<file path="config.mk">
export PLATFORM = sky130hd
export DESIGN_NAME = pipeline_ctrl
export DESIGN_NICKNAME = d
export VERILOG_FILES = /design/src/rtl/pipeline_ctrl.sv
export SDC_FILE = /design/constraint.sdc
export NUM_CORES = 1
export LEC_CHECK = 0
export ABC_AREA = 1
export CORE_ASPECT_RATIO = 1.75
export CORE_UTILIZATION = 50
export CTS_CLUSTER_DIAMETER = 80
export DETAILED_ROUTE_END_ITERATION = 10
export GPL_ROUTABILITY_DRIVEN = 0
export PLACE_DENSITY = 0.92
export REMOVE_ABC_BUFFERS = 1
export SYNTH_ARGS = -nofsm -noshare
export SYNTH_HDL_FRONTEND = slang
export SYNTH_SLANG_ARGS = --single-unit
</file>
<file path="constraint.sdc">
create_clock -name clk -period 2.6 [get_ports clk]
set_input_delay 0.39 -clock clk [delete_from_list [all_inputs] [get_ports clk]]
set_output_delay 0.39 -clock clk [all_outputs]
set_load 0.02 [all_outputs]
</file>
<file path="src/rtl/pipeline_ctrl.sv">
// Control and hazard unit for the 16-bit five-stage pipelined datapath.
// Optional BANK_SWITCH_EN enables the BANK opcode and banked register reads.
module pipeline_ctrl #(
   parameter logic [3:0] NOP_OP = 4'hF,
   parameter logic [3:0] LD_OP  = 4'h6,
   parameter logic [3:0] ST_OP  = 4'h7
) (
   input  logic       clk,
   input  logic       rst,
   input  logic [3:0] opcode,
   input  logic       alu_z,
   input  logic [3:0] rr1,
   input  logic [3:0] rr2,
   input  logic [3:0] wr_exe,
   input  logic [3:0] wr_mem,
   output logic       pc_src,
   output logic       stall_ld,
   output logic       stall_jmp,
   output logic       stall_dummy,
   output logic       bank_en,
   output logic       rr1_src,
   output logic       rr2_src,
   output logic       wr_src,
   output logic       format_sel,
   output logic [1:0] dr1_src,
   output logic [1:0] dr2_src,
   output logic       alu_src,
   output logic [3:0] alu_op,
   output logic       mem_we,
   output logic       rfile_we,
   output logic       wd_src
);

`ifdef BANK_SWITCH_EN
   localparam logic BANKED = 1'b1;
`else
   localparam logic BANKED = 1'b0;
`endif

   localparam logic [3:0] OP_ADDI = 4'h5;
   localparam logic [3:0] OP_BEQZ = 4'h8;
   localparam logic [3:0] OP_JMP  = 4'h9;
   localparam logic [3:0] OP_BANK = 4'hE;

   typedef struct packed {
      logic       writes;
      logic       is_ld;
      logic       is_st;
      logic       is_br;
      logic       is_bank;
      logic       alu_src;
      logic [3:0] alu_op;
   } dec_t;

   localparam dec_t BUBBLE = '0;

   dec_t       p_ctl;
   dec_t       d_q;
   logic       p_jmp;
   logic       use1;
   logic       use2;

   logic       e_writes, e_ld, e_st, e_br, e_alu_src;
   logic [3:0] e_alu_op;
   logic       m_writes, m_ld, m_st;
   logic       w_writes, w_ld;

   logic [1:0] sq_cnt;
   logic       jmp_sq;
   logic       br_taken;
   logic       dec_dead;
   logic       pre_dead;
   logic       jmp_go;
   logic       load_use;

   // Predecode: pure function of the opcode now sitting in IR.
   always_comb begin
      p_ctl      = BUBBLE;
      p_jmp      = 1'b0;
      use1       = 1'b0;
      use2       = 1'b0;
      wr_src     = 1'b0;
      format_sel = 1'b0;
      unique case (1'b1)
         (opcode <= 4'h4): begin
            p_ctl.writes = 1'b1;
            p_ctl.alu_op = opcode;
            use1 = 1'b1;
            use2 = 1'b1;
         end
         (opcode == OP_ADDI): begin
            p_ctl.writes  = 1'b1;
            p_ctl.alu_src = 1'b1;
            wr_src = 1'b1;
            use1   = 1'b1;
         end
         (opcode == LD_OP): begin
            p_ctl.writes  = 1'b1;
            p_ctl.is_ld   = 1'b1;
            p_ctl.alu_src = 1'b1;
            wr_src = 1'b1;
            use1   = 1'b1;
         end
         (opcode == ST_OP): begin
            p_ctl.is_st   = 1'b1;
            p_ctl.alu_src = 1'b1;
            use1 = 1'b1;
            use2 = 1'b1;
         end
         (opcode == OP_BEQZ): begin
            p_ctl.is_br = 1'b1;
            use1 = 1'b1;
         end
         (opcode == OP_JMP): begin
            p_jmp      = 1'b1;
            format_sel = 1'b1;
         end
         (opcode == OP_BANK): p_ctl.is_bank = BANKED;
         (opcode == NOP_OP): ;
         default: ;
      endcase
   end

   assign rr1_src = BANKED & use1;
   assign rr2_src = BANKED & use2;

   // Squash counter covers the two wrong-path slots behind a taken branch
   // plus the one fetched while the redirect was being issued.
   assign br_taken = e_br & alu_z;
   assign dec_dead = br_taken | (sq_cnt != 2'd0);
   assign pre_dead = jmp_sq | br_taken | (sq_cnt == 2'd2);
   assign jmp_go   = p_jmp & ~pre_dead;
   assign pc_src   = br_taken | jmp_go;

   assign load_use = e_ld & ~dec_dead &
                     ((rr1 == wr_exe) | (rr2 == wr_exe));

   assign stall_ld    = ~load_use;
   assign stall_jmp   = ~load_use;
   assign stall_dummy = 1'b1;
   assign bank_en     = d_q.is_bank & ~dec_dead & ~load_use;

   function automatic logic [1:0] fwd(
      input logic [3:0] rr,
      input logic       ew,
      input logic       el,
      input logic [3:0] we,
      input logic       mw,
      input logic       ml,
      input logic [3:0] wm
   );
      if (ew && !el && rr == we)
         return 2'd1;
      else if (mw && rr == wm)
         return ml ? 2'd3 : 2'd0;
      else
         return 2'd2;
   endfunction

   always_comb begin
      dr1_src = fwd(rr1, e_writes, e_ld, wr_exe, m_writes, m_ld, wr_mem);
      dr2_src = fwd(rr2, e_writes, e_ld, wr_exe, m_writes, m_ld, wr_mem);
   end

   assign alu_op   = e_alu_op;
   assign alu_src  = e_alu_src;
   assign mem_we   = m_st;
   assign rfile_we = w_writes;
   assign wd_src   = w_ld;

   always_ff @(posedge clk or negedge rst) begin
      if (!rst) begin
         d_q       <= BUBBLE;
         jmp_sq    <= 1'b0;
         sq_cnt    <= 2'd0;
         e_writes  <= 1'b0;
         e_ld      <= 1'b0;
         e_st      <= 1'b0;
         e_br      <= 1'b0;
         e_alu_src <= 1'b0;
         e_alu_op  <= 4'h0;
         m_writes  <= 1'b0;
         m_ld      <= 1'b0;
         m_st      <= 1'b0;
         w_writes  <= 1'b0;
         w_ld      <= 1'b0;
      end else begin
         if (stall_ld) begin
            d_q    <= pre_dead ? BUBBLE : p_ctl;
            jmp_sq <= jmp_go;
         end

         if (br_taken)
            sq_cnt <= 2'd2;
         else if (sq_cnt != 2'd0)
            sq_cnt <= sq_cnt - 2'd1;

         if (dec_dead || load_use) begin
            e_writes  <= 1'b0;
            e_ld      <= 1'b0;
            e_st      <= 1'b0;
            e_br      <= 1'b0;
            e_alu_src <= 1'b0;
            e_alu_op  <= 4'h0;
         end else begin
            e_writes  <= d_q.writes;
            e_ld      <= d_q.is_ld;
            e_st      <= d_q.is_st;
            e_br      <= d_q.is_br;
            e_alu_src <= d_q.alu_src;
            e_alu_op  <= d_q.alu_op;
         end

         m_writes <= e_writes;
         m_ld     <= e_ld;
         m_st     <= e_st;
         w_writes <= m_writes;
         w_ld     <= m_ld;
      end
   end

endmodule
</file>
== Word-level counts from Yosys, hierarchy flattened ==
Cells that the tools add are included.
Storage, ports and cells
  bits in registers: 27
  input port bits: 23
  output and inout port bits: 21
  word-level logic and storage cells: 80
Cells by class
  $add $sub $neg: 1
  magnitude comparators: 1
  equality and inequality tests: 10
  multiplexer cells: 22
  bitwise logic cells: 14
  reduce and logical (&&, ||, !) cells: 12
Operators with widths (number)
  == test 4 bit: 4
  2-to-1 mux 2 bit: 7
  == test 4 x 3 -> 1 bit (second input constant): 3
  2-to-1 mux 1 bit: 12
  2-to-1 mux 10 bit: 1
  == test 4 bit (second input constant): 2
  2-to-1 mux 4 bit: 2
  AND 1 bit: 6
  OR reduction 3 bit: 2
  logical AND 1 bit: 5
  bitwise OR 1 bit: 5
  <= comparator 4 x 3 -> 1 bit (second input constant): 1
  nonzero test 2 bit: 2
  inverter 1 bit: 3
  == test 2 bit (second input constant): 1
  OR reduction 2 bit: 1
  subtractor 2 x 1 -> 2 bit (second input constant): 1
  zero test 1 bit: 1
  logical OR 1 bit: 1

== Logic depth before layout (Yosys ltp) ==
  depth in word-level cells: 7
  depth in mapped cells: 10
  mapped depth without buffers: 9

== Least setup slack after synthesis ==
Ideal clock, no wire load.
  path kind: register to output
  from: reg sq_cnt[0]
  to: out stall_ld
  arrival time: 1.319 ns
  setup slack: 0.891 ns
  stages on the path, launching flop included: 8
  cells stage by stage: dfrtp_1 -> inv_1 -> ha_1 -> nand2_1 -> nor2_4 -> nand2_4 -> buf_6 -> buf_4
Between the ends
  cells in the longest elaborated chain, start to end: 6
Ends and longest elaborated chain
  start, declared: line 68  | logic [1:0] sq_cnt;
  start signal, assigned: line 196  | sq_cnt <= sq_cnt - 2'd1;
  nonzero test 2 bit: line 130  | assign dec_dead = br_taken | (sq_cnt != 2'd0);
  bitwise OR 1 bit: line 130
  inverter 1 bit: line 135  | assign load_use = e_ld & ~dec_dead &
  AND 1 bit (2 in a row): line 135
  inverter 1 bit
  end, declared: line 17  | output logic stall_ld,
Every way passes these cells.

== Worst setup path in the final report ==
  from: in opcode[3]
  to: out pc_src
Between the ends
  cells in the longest elaborated chain, start to end: 4
Ends and longest elaborated chain
  start, declared: line 10  | input logic [3:0] opcode,
  == test 4 bit: line 114  | (opcode == OP_JMP): begin
  2-to-1 mux 1 bit: line 84  | unique case (1'b1)
  AND 1 bit: line 132  | assign jmp_go = p_jmp & ~pre_dead;
  bitwise OR 1 bit: line 133  | assign pc_src = br_taken | jmp_go;
  end, declared: line 16  | output logic pc_src,
Every way passes these cells.

==> reports/results.ini <==
[power_and_ir_drop]
power_mw=1.166
vdd_drop_max_mv=0.4485
p_switching_mw=0.3611
p_per_area_nw_per_um2=598.1
leakagePower_nw=1.087
p_int_mw=0.8049
switching_share=0.3097
power_frac_clock=0.284
p_seq_frac=0.419
power.share.combinational=0.297

[setup_path]
crit_buf_inv=3
max_stage_delay_ns=0.60
crit_slowest_cell=clkdlybuf4s50_1
path_cells=clkdlybuf4s50_1, inv_2, or2_2, nor3_2, nand2_1, nand2_1, clkdlybuf4s50_1
end_kind=output port
path_delay_family=buffers and inverters
arrival_ns=2.09
critPathLaunchType=primary input
criticalPathCategory=in2out
crit_required_ns=2.21
cp_max_fo=4
ff2ff_setup_slack_ns=1.04

[clocking]
h-tree-depth=1
clk_latency_ns=0.27
cts_tree=built
clockRootBuffer=clkbuf_8
clock-sinks=26
cts_hold_buf=0
clk_path_buf_depth=2
cts_buffers=3
clkTransAtPathRegs_ns=0.09

[global_routing]
grt.met2_usage=0.4192
grt_usage=0.2170
grt_pass1_wl_mm=5.188
grtUsageMet3=0.01474
top_usage_layer=met2
grt_use_met1=0.2292
antenna_found_initial=0
grt_max_degree=27
grt_pass1_vias=1269
grt_overflow_total=0

[synthesis]
synth.most_common_cell=nand2_1
synth-main-ff-cell=dfrtp_1
synth_warnings=0
synth_area_sq_um=1460
async_reset_ff_frac=1.000
synth-seq-cells=26
synth_area_leaders=dfrtp_1 (45%), nand2_1 (14%), inv_1 (10%), nor2_1 (6.4%), nand3_1 (4.5%)
yosys-top-cells-count=nand2_1 (55), inv_1 (39), dfrtp_1 (26), nor2_1 (25), nand3_1 (13)
syn_inst=203
synth_edf_count=0
synth_top_area_frac=0.4456
synth-seq-area-share=0.4456
syn_area_per_cell_sq_um=7.193
ys_types=22
yosys.area.top_type=dfrtp_1

[routing]
wire_per_inst_microns=11.53
viasPerCell=4.908
wl_mm=3.147
ant_nets=0
drc_errors=0
drt_iter0_drc=27
first_pass_iters=4
vias=1340

[floorplanning]
fp.dieH_microns=73.49
core_area_sq_um=2721
pin_count=44
start_util=0.5366
die_w_microns=42.85
num_rows=25
dieArea_sq_um=3149

[sta]
maxSlewViolCount=0
finalCritPeriodShare=0.9549
finalHoldViolations=0
clock.fmax_mhz=402.8
setup_viol=0
rsz0062_at_grt=no
fin_ws_ns=0.1174
min_period_ns=2.483
skew_ns=0.002553
whs_ns=0.3613
finalSetupTns_ns=0

[final_layout]
diodes=0
synthToLayoutAreaGrowth_pct=33.50
fin_nets=272
fin_area_sq_um=1949
layout-drive-gt1-share=0.08943

[placement]
portBuffers=39
hpwlAfterDp_mm=2.451
place_area_sq_um=1873
post-place-ws_ns=0.1188

[run_status]
outcome=finished clean

[run]
drv_cap=0

[worst_hold_path]
hp-class=reg2reg

## power by group through the flow
stage          clock, mW  sequential, mW  combinational, mW
2_1_floorplan          0           0.506              0.203
6_report           0.331           0.488              0.347
3_5_place_dp           0           0.497              0.346
3_3_place_gp           0           0.494              0.336
5_1_grt            0.352           0.494              0.385
4_1_cts            0.337           0.488              0.351
## path summary, 6_finish.rpt
check	start	endpoint	cells past startpoint
max reg2reg	sq_cnt[0]	alu_src	8
max	opcode[3]	pc_src	7
min in group asynchronous	rst	e_br	2
max in group asynchronous	rst	e_ld	2
min	e_st	mem_we	0
min reg2reg	e_st	mem_we	0
## cell usage in the layout, fill, tap and decap left out, types with 3 or more instances in the layout
cell	n
buf_4	4
clkbuf_8	3
clkdlybuf4s50_1	37
conb_1	4
dfrtp_1	26
inv_1	39
nand2_1	55
nand3_1	13
nor2_1	25
nor2_2	5
nor3_1	5
o21ai_0	9
## cell type report
| type | count | area (sq um) |
|---|---|---|
| Sequential cell | 26 | 650.6 |
| Inverter | 41 | 153.9 |
| Clock inverter | 1 | 30.03 |
| Clock buffer | 3 | 41.29 |
| Timing Repair Buffer | 43 | 425.4 |
| Multi-Input combinational cell | 132 | 614.3 |
| Fill cell | 211 | 772.0 |
| Tap cell | 27 | 33.78 |
## metal layers
metal | vias up | wire [microns] | part of all wire
li1 | 687 | - | -
met1 | 610 | 1165 | 0.37
met2 | 37 | 1843 | 0.59
met3 | 6 | 78 | 0.025
met4 | 0 | 59 | 0.019
met5 | - | 0 | 0
## worst register-to-register path, stage by stage (launching register included)
cell and delay, ns:
dfrtp_1 0.36, inv_1 0.11, ha_1 0.20, nand2_1 0.14
nor2_4 0.15, nand2_4 0.07, buf_4 0.18, nand2_2 0.17
nor2_1 0.07
## logic make-up after synthesis
group / Yosys count / share of synthesized area
adder cells (fa/ha/maj): 2 / 0.01714
AO/OA/AOI/OAI: 12 / 0.04284
buffers and inverters: 47 / 0.1388
other: 2 / 0.005143
AND/OR/NAND/NOR: 114 / 0.3505
flip-flops: 26 / 0.4456
## metrics by stage
step	std cells	utilization
6_report	273	0.7163
5_1_grt	273	0.7163
4_1_cts	273	0.7145
3_5_place_dp	269	0.6883
3_3_place_gp	269	0.6883
2_1_floorplan	199	-
## registers in the layout (all words and copies together) (netlist names)
name      flops
m_writes      1
e_st          1
m_ld          1
alu_op        4
sq_cnt        2
d_q           9
e_writes      1
e_br          1
rfile_we      1
jmp_sq        1
wd_src        1
mem_we        1
e_ld          1
alu_src       1
## repair_timing
action	4_1_cts	5_1_grt
resized for setup	0	2
buffers inserted	0	0
endpoints found under the setup margin	0	2
Note: power is estimated with default switching activity, not from simulation.
